--- src/rtl/scan_mux.sv ---
`default_nettype none
// ============================================================================
//  Module   : scan_mux
//  Purpose  : Registered N-channel selector with a manual mode and a scan mode.
//             Manual mode picks one WIDTH-bit channel by index. Scan mode walks
//             through the enabled channels on its own and dwells SCAN_DIV
//             cycles on each one, for example to drive a multiplexed
//             seven-segment display.
//  Ports    : clk       - rising-edge clock
//             rst_n     - asynchronous active-low reset
//             data_in   - packed channels, channel k = [k*WIDTH +: WIDTH]
//             mode      - 0 = manual, 1 = scan
//             sel       - channel index used in manual mode
//             en_mask   - per-channel enable used in scan mode
//             hold      - scan mode: freeze the dwell counter and the index
//             y         - registered selected data
//             ch_idx    - registered current channel index
//             ch_onehot - registered one-hot of ch_idx, zero when not valid
//             valid     - registered, high when y carries a legal channel
//  Revision : 1.0 - initial release
// ============================================================================
module scan_mux #(
    parameter  int WIDTH    = 4,
    parameter  int CHANNELS = 8,
    parameter  int SCAN_DIV = 16,
    localparam int SEL_W    = $clog2(CHANNELS)
) (
    input  wire logic                      clk,
    input  wire logic                      rst_n,
    input  wire logic [CHANNELS*WIDTH-1:0] data_in,
    input  wire logic                      mode,
    input  wire logic [SEL_W-1:0]          sel,
    input  wire logic [CHANNELS-1:0]       en_mask,
    input  wire logic                      hold,
    output logic      [WIDTH-1:0]          y,
    output logic      [SEL_W-1:0]          ch_idx,
    output logic      [CHANNELS-1:0]       ch_onehot,
    output logic                           valid
);

    // A one-cycle dwell still needs a one-bit counter to keep the logic uniform.
    localparam int                 c_CNT_W    = (SCAN_DIV > 1) ? $clog2(SCAN_DIV) : 1;
    localparam logic [c_CNT_W-1:0] c_CNT_LAST = c_CNT_W'(SCAN_DIV - 1);
    localparam logic [SEL_W:0]     c_CH_LIM   = (SEL_W + 1)'(CHANNELS);
    // The wrap arithmetic carries two extra bits: cur + offset < 3*CHANNELS.
    localparam logic [SEL_W+1:0]   c_MOD      = (SEL_W + 2)'(CHANNELS);

    logic [WIDTH-1:0]    r_y;
    logic [SEL_W-1:0]    r_ch_idx;
    logic [CHANNELS-1:0] r_onehot;
    logic                r_valid;
    logic [c_CNT_W-1:0]  r_cnt;

    logic                w_cur_en;
    logic [SEL_W-1:0]    w_next;
    logic [SEL_W+1:0]    w_sum;
    logic [SEL_W-1:0]    w_idx_d;
    logic [c_CNT_W-1:0]  w_cnt_d;
    logic [SEL_W-1:0]    w_out_idx;
    logic                w_out_ok;
    logic [WIDTH-1:0]    w_y_d;
    logic [CHANNELS-1:0] w_onehot_d;

    // Current channel enable. An index at or beyond CHANNELS (possible after
    // manual mode) matches no channel and therefore reads as disabled.
    always_comb begin
        w_cur_en = 1'b0;
        for (int k = 0; k < CHANNELS; k++) begin
            if (r_ch_idx == SEL_W'(k)) begin
                w_cur_en = en_mask[k];
            end
        end
    end

    // Next enabled channel in circular order cur+1 .. cur+CHANNELS. Offsets
    // are walked from the farthest to the nearest so the nearest hit wins.
    // Offset CHANNELS lands back on cur, which covers the single-channel case.
    always_comb begin
        w_next = r_ch_idx;
        w_sum  = '0;
        for (int i = CHANNELS; i >= 1; i--) begin
            w_sum = {2'b00, r_ch_idx} + (SEL_W + 2)'(i);
            if (w_sum >= c_MOD) begin
                w_sum = w_sum - c_MOD;
            end
            if (w_sum >= c_MOD) begin
                w_sum = w_sum - c_MOD;
            end
            for (int k = 0; k < CHANNELS; k++) begin
                if ((w_sum == (SEL_W + 2)'(k)) && en_mask[k]) begin
                    w_next = SEL_W'(k);
                end
            end
        end
    end

    // Next-state selection for the index and dwell counter, plus the index
    // the registered outputs will present.
    always_comb begin
        w_idx_d   = r_ch_idx;
        w_cnt_d   = r_cnt;
        w_out_idx = r_ch_idx;
        w_out_ok  = 1'b0;
        if (!mode) begin
            w_idx_d   = sel;
            w_cnt_d   = '0;
            w_out_idx = sel;
            w_out_ok  = ({1'b0, sel} < c_CH_LIM);
        end else if (en_mask == '0) begin
            // Nothing to show: index and counter hold, outputs go invalid.
            w_out_ok = 1'b0;
        end else if (hold) begin
            // Frozen, but data keeps tracking the current channel if it is live.
            w_out_ok = w_cur_en;
        end else if (!w_cur_en || (r_cnt == c_CNT_LAST)) begin
            w_idx_d   = w_next;
            w_cnt_d   = '0;
            w_out_idx = w_next;
            w_out_ok  = 1'b1;
        end else begin
            w_cnt_d  = r_cnt + c_CNT_W'(1);
            w_out_ok = 1'b1;
        end
    end

    // Data and one-hot for the presented index.
    always_comb begin
        w_y_d      = '0;
        w_onehot_d = '0;
        for (int k = 0; k < CHANNELS; k++) begin
            if (w_out_ok && (w_out_idx == SEL_W'(k))) begin
                w_y_d         = data_in[k*WIDTH +: WIDTH];
                w_onehot_d[k] = 1'b1;
            end
        end
    end

    always_ff @(posedge clk or negedge rst_n) begin
        if (!rst_n) begin
            r_y      <= '0;
            r_ch_idx <= '0;
            r_onehot <= '0;
            r_valid  <= 1'b0;
            r_cnt    <= '0;
        end else begin
            r_y      <= w_y_d;
            r_ch_idx <= w_idx_d;
            r_onehot <= w_onehot_d;
            r_valid  <= w_out_ok;
            r_cnt    <= w_cnt_d;
        end
    end

    assign y         = r_y;
    assign ch_idx    = r_ch_idx;
    assign ch_onehot = r_onehot;
    assign valid     = r_valid;

endmodule
`default_nettype wire

--- config.mk ---
export PLATFORM = sky130hd
export DESIGN_NAME = scan_mux
export DESIGN_NICKNAME = d
export VERILOG_FILES = /design/src/rtl/scan_mux.sv
export SDC_FILE = /design/constraint.sdc
export NUM_CORES = 1
export LEC_CHECK = 0
export BUFFER_PORTS_ARGS = -buffer_cell sky130_fd_sc_hd__buf_2
export CAP_MARGIN = 40
export CORE_AREA = 10 10 88 110
export CTS_BUF_LIST = sky130_fd_sc_hd__clkbuf_4
export DETAILED_ROUTE_END_ITERATION = 6
export DIE_AREA = 0 0 98 120
export MAX_ROUTING_LAYER = met4
export PLACE_DENSITY = 0.68
export SLEW_MARGIN = 20
export SYNTH_ARGS = -nofsm -noshare
export SYNTH_HDL_FRONTEND = slang
export SYNTH_SLANG_ARGS = --single-unit
export TNS_END_PERCENT = 20
--- constraint.sdc ---
create_clock -name clk -period 5 [get_ports clk]
set_clock_uncertainty 0.05 [all_clocks]
set_input_delay 0.25 -clock clk [delete_from_list [all_inputs] [get_ports clk]]
set_output_delay 0.25 -clock clk [all_outputs]
set_load 0.005 [all_outputs]
==> metrics.md <==
| Metric | Value |
|---|---|
| Result of the run | complete, no violations |
| Worst-path cell with the longest stage delay | sky130_fd_sc_hd__dfrtp_1 |
| Top fanout value on the critical path | 16 |
| Number of distinct library cell variants in the gate-level netlist after synthesis | 77 |
| Share of flip-flops with an asynchronous set or reset | 100% |
| Vertical die dimension | between 100 and 150 um |
| Placement Rows | 36 |
| Filler Cell Count | between 700 and 800 |
| Depth of the CTS H-tree | 1 |
| Number of remaining DRC errors | 0 |
| # clock sinks | 20 |
| Overflow left after global routing | 0 |
| Number of flip-flops and latches in the synthesized netlist | 20 |
| Fin nets | between 400 and 500 |
| Area added between synthesis and finish | 12.9% |
| Minimum period implied by the final worst setup slack | between 4 and 5 ns |
| Total wire length | just over 10000 um |
| Chain of cells forming the critical path | inv_2 > ha_1 > nand3_1 > inv_1 > ha_1 > mux2_2 > and3_1 > o311ai_1 > nor2_1 > a221oi_2 > a2111oi_1 > nor4_2 > buf_4 > inv_2 > or3_1 > nor2_1 |
| Most used DFF post-synth | sky130_fd_sc_hd__dfrtp_1 |
| Area of the mapped netlist | 2960 sq um |
| Core Util, Final | a little over two fifths |
| Final count of hold timing violations | 0 |
| Multiplexer fraction of the synthesized cell area | 7.66% |
| Seq/Total Area, Yosys | 16.9% |
| Worst min-delay path category | input pin to flop |
| Initial antenna violation count | 0 |
| Maximum number of pins on one net before global-route repair | 43 |
| Clock Tree Root | sky130_fd_sc_hd__clkbuf_4 |
| Simple-gate share of the synthesized area | 24.5% |
| P per Cell Area | about 690 nW/um^2 |
| Final setup violation count | 0 |
| Clock insertion delay at the later pin of the skew report | 0.31 ns |
| Clock buffers created by TritonCTS | 3 |
| Worst ir drop on vdd | between 0.3 and 0.4 mV |
| Post-synthesis compound-gate area fraction | a little over a third |
| Number of buffers on the longest clock path | 2 |
| Yosys synthesis warning count | 0 |
| Mapped Avg Cell Area | roughly 7.7 sq um |
| WL/cell | 19.5 um |
| Pre-CTS setup slack | 0.761 ns |
| Number of design-rule violations left by the first detailed-router iteration | 327 |
| Placed wire-length estimate after detailed placement | between 7000 and 8000 um |
| Ratio of final minimum period to clock period | approximately 86% |
| IO Count | 63 |
| Data required time of the critical path | ~5.2 ns |
| Clock transition at the register clock pins on the worst setup and hold paths after CTS | between 0.1 and 0.15 ns |
| Clock tree from TritonCTS | yes |
| Max-Cap Viols | 0 |
| Worst-margin pin slew | 0.742 ns |
| Peak Freq | 232 MHz |
| Vias per cell | 6.46 |
| Crit path DAT | about 4.5 ns |
| Setup CP Type | flop to flop |
| Setup TNS | 0 ns |
| Via count | between 3000 and 4000 |
| GP Congestion | approximately 0.97 |
| Post-CTS repair timing setup buffer count | 0 |
| Largest family of logic cells by synthesized area | compound AO/OA/AOI/OAI gates |
| Die area | roughly 12000 sq um |
| Share of the synthesized netlist area taken by xor and xnor gates | 0% |
| TritonRoute pass-1 iters | 5 |
| Cell count after synthesis | 382 |
| Leading cell types in the layout, fill and taps excluded | sky130_fd_sc_hd__buf_2 (62), sky130_fd_sc_hd__nand2_1 (31), sky130_fd_sc_hd__nor2_1 (26) |
| Die Wd | just under 100 um |
| Setup repair after global routing missed its margin | no |
| CP bufs+invs | 4 |
| P_leak | about 1.4 nW |
| Number of enable-type register cells in the synthesized netlist | 0 |
| Wire length of the first global-routing pass | about 17000 um |
| Post-Syn Nets | around 440 |
| CTS resizes | 0 |
| Count of antenna-violating nets left after detailed routing | 0 |
| Initial core utilization | between 30% and 40% |
| Fraction of final layout cells sized beyond drive strength 1 | a little under a quarter |
| Largest delay share family, worst path | simple AND/OR/NAND/NOR gates |
| Port buffer count | 62 |
| GRT Total Usage | ~17% |
| Smallest setup slack after layout | between 0.6 and 0.7 ns |
| Count of antenna diodes in the layout | 0 |
| Non-filler instance count after layout | approximately 520 |
| Fin. max-slew vios | 0 |
| Rel. slew slack | about 50% |
| Largest incremental delay on the critical path | slightly above 0.7 ns |
| Core region area | roughly 7600 sq um |
| Adder and majority gate portion of the synthesized area | 5.92% |
| Total placed cells including tap cells | 515 |
| Hold_ws | between 0.2 and 0.3 ns |
| Commonest non-fill, non-tap cell in the layout | sky130_fd_sc_hd__buf_2 |
| Number of global-route vias before repair | roughly 3400 |
| Setup crit end kind | flop |
| Launching element type of the critical path | flop |
sequential cells by signal (all words and copies together), names as in the netlist:
name,flops
valid,1
r_cnt,4
ch_onehot,8
y,4
ch_idx,3
cell usage after synthesis (3+ instances only):
library cell               count  area (sq um)
sky130_fd_sc_hd__mux2_2        7          78.8
sky130_fd_sc_hd__o221ai_1      3          26.3
sky130_fd_sc_hd__nor3_1        3          15.0
sky130_fd_sc_hd__a31oi_1       5          31.3
sky130_fd_sc_hd__nor2b_1       9          56.3
sky130_fd_sc_hd__o21ai_0      24           120
sky130_fd_sc_hd__nor4_1        4          25.0
sky130_fd_sc_hd__o211ai_1      8          60.1
sky130_fd_sc_hd__dfrtp_1      20           500
sky130_fd_sc_hd__nor2_1       26          97.6
sky130_fd_sc_hd__nand2b_1      7          43.8
sky130_fd_sc_hd__nand2_1      31           116
sky130_fd_sc_hd__nand3_1      20           100
sky130_fd_sc_hd__clkbuf_1     11          41.3
sky130_fd_sc_hd__a32oi_1       3          26.3
sky130_fd_sc_hd__o22ai_1       4          25.0
sky130_fd_sc_hd__buf_6         5          56.3
sky130_fd_sc_hd__nand4_1       5          31.3
sky130_fd_sc_hd__a21o_1        3          22.5
sky130_fd_sc_hd__a21oi_1      23           115
sky130_fd_sc_hd__a22oi_1       5          37.5
sky130_fd_sc_hd__and2_1        7          43.8
sky130_fd_sc_hd__a211oi_1      3          22.5
sky130_fd_sc_hd__and3_1        9          56.3
sky130_fd_sc_hd__buf_2        16          80.1
sky130_fd_sc_hd__o32ai_1       3          26.3
sky130_fd_sc_hd__ha_1         14           175
sky130_fd_sc_hd__o31ai_1       4          30.0
sky130_fd_sc_hd__mux2i_1      11           110
sky130_fd_sc_hd__inv_1        13          48.8
sky130_fd_sc_hd__a21boi_0      9          67.6
sky130_fd_sc_hd__a2111o_1      8          90.1
layout make-up:
type | instances | area [sq um] | share of cell area [%]
Clock buffer | 3 | 22.5 | 0.675
Clock inverter | 1 | 30.0 | 0.900
Inverter | 16 | 60.1 | 1.80
Multi-Input combinational cell | 311 | 2190 | 65.6
Sequential cell | 20 | 500 | 15.0
Tap cell | 95 | 119 | 3.56
Timing Repair Buffer | 76 | 418 | 12.5
what timing repair did:
action | CTS | global route
hold buffers | 1 | 0
endpoints found under the hold margin | 20 | 0
setup endpoints to repair | 0 | 0
logic make-up (layout without fill, tap and decap cells):
group,after synthesis,after routing
flip-flops,20,20
AO/OA/AOI/OAI,140,140
multiplexers,20,20
adder cells (fa/ha/maj),14,14
buffers and inverters,51,96
AND/OR/NAND/NOR,137,137
layer usage:
metal | global-route usage (%) | up-vias | wire (um)
met3 | 2.53 | 51 | 587
met5 | - | - | 0
met1 | 19.6 | 1591 | 4250
met2 | 27.4 | 174 | 4840
li1 | - | 1557 | -
met4 | 9.65 | 0 | 507
path summary, 6_finish.rpt:
check | start | to | slack (ns) | cells after the start
hold / removal | data_in[26] | y[2]$_DFF_PN0_ | 0.27 | 4
max in group asynchronous | rst_n | ch_idx[0]$_DFF_PN0_ | 4.23 | 2
setup / recovery | ch_idx[1]$_DFF_PN0_ | ch_onehot[1]$_DFF_PN0_ | 0.70 | 16
hold reg to reg | r_cnt[3]$_DFFE_PN0P_ | r_cnt[3]$_DFFE_PN0P_ | 0.45 | 1
min in group asynchronous | rst_n | r_cnt[1]$_DFFE_PN0P_ | 0.36 | 2
setup reg to reg | ch_idx[1]$_DFF_PN0_ | ch_onehot[1]$_DFF_PN0_ | 0.70 | 16
power by group:
| group | switching [mW] | internal, mW | leakage [nW] | total [mW] |
|---|---|---|---|---|
| clock | 0.0534 | 0.0810 | 0.0279 | 0.134 |
| sequential | 0.0422 | 0.214 | 0.259 | 0.256 |
| combinational | 1.19 | 0.738 | 1.16 | 1.93 |
| total | 1.29 | 1.03 | 1.45 | 2.32 |
metrics by stage:
step           power, mW  area [sq um]
2_1_floorplan       1.73          2960
3_3_place_gp        2.12          3260
3_5_place_dp        2.13          3260
4_1_cts             2.27          3320
5_1_grt             2.51          3340
6_report            2.32          3340
worst min-delay path: cells and delay by family:
family,cells,cell delay [ns]
buffers and inverters,1,0.07
and+or+nand+nor,2,0.20
AOI/OAI and AO/OA,1,0.09
No activity file was read; power rests on OpenSTA's default activity.
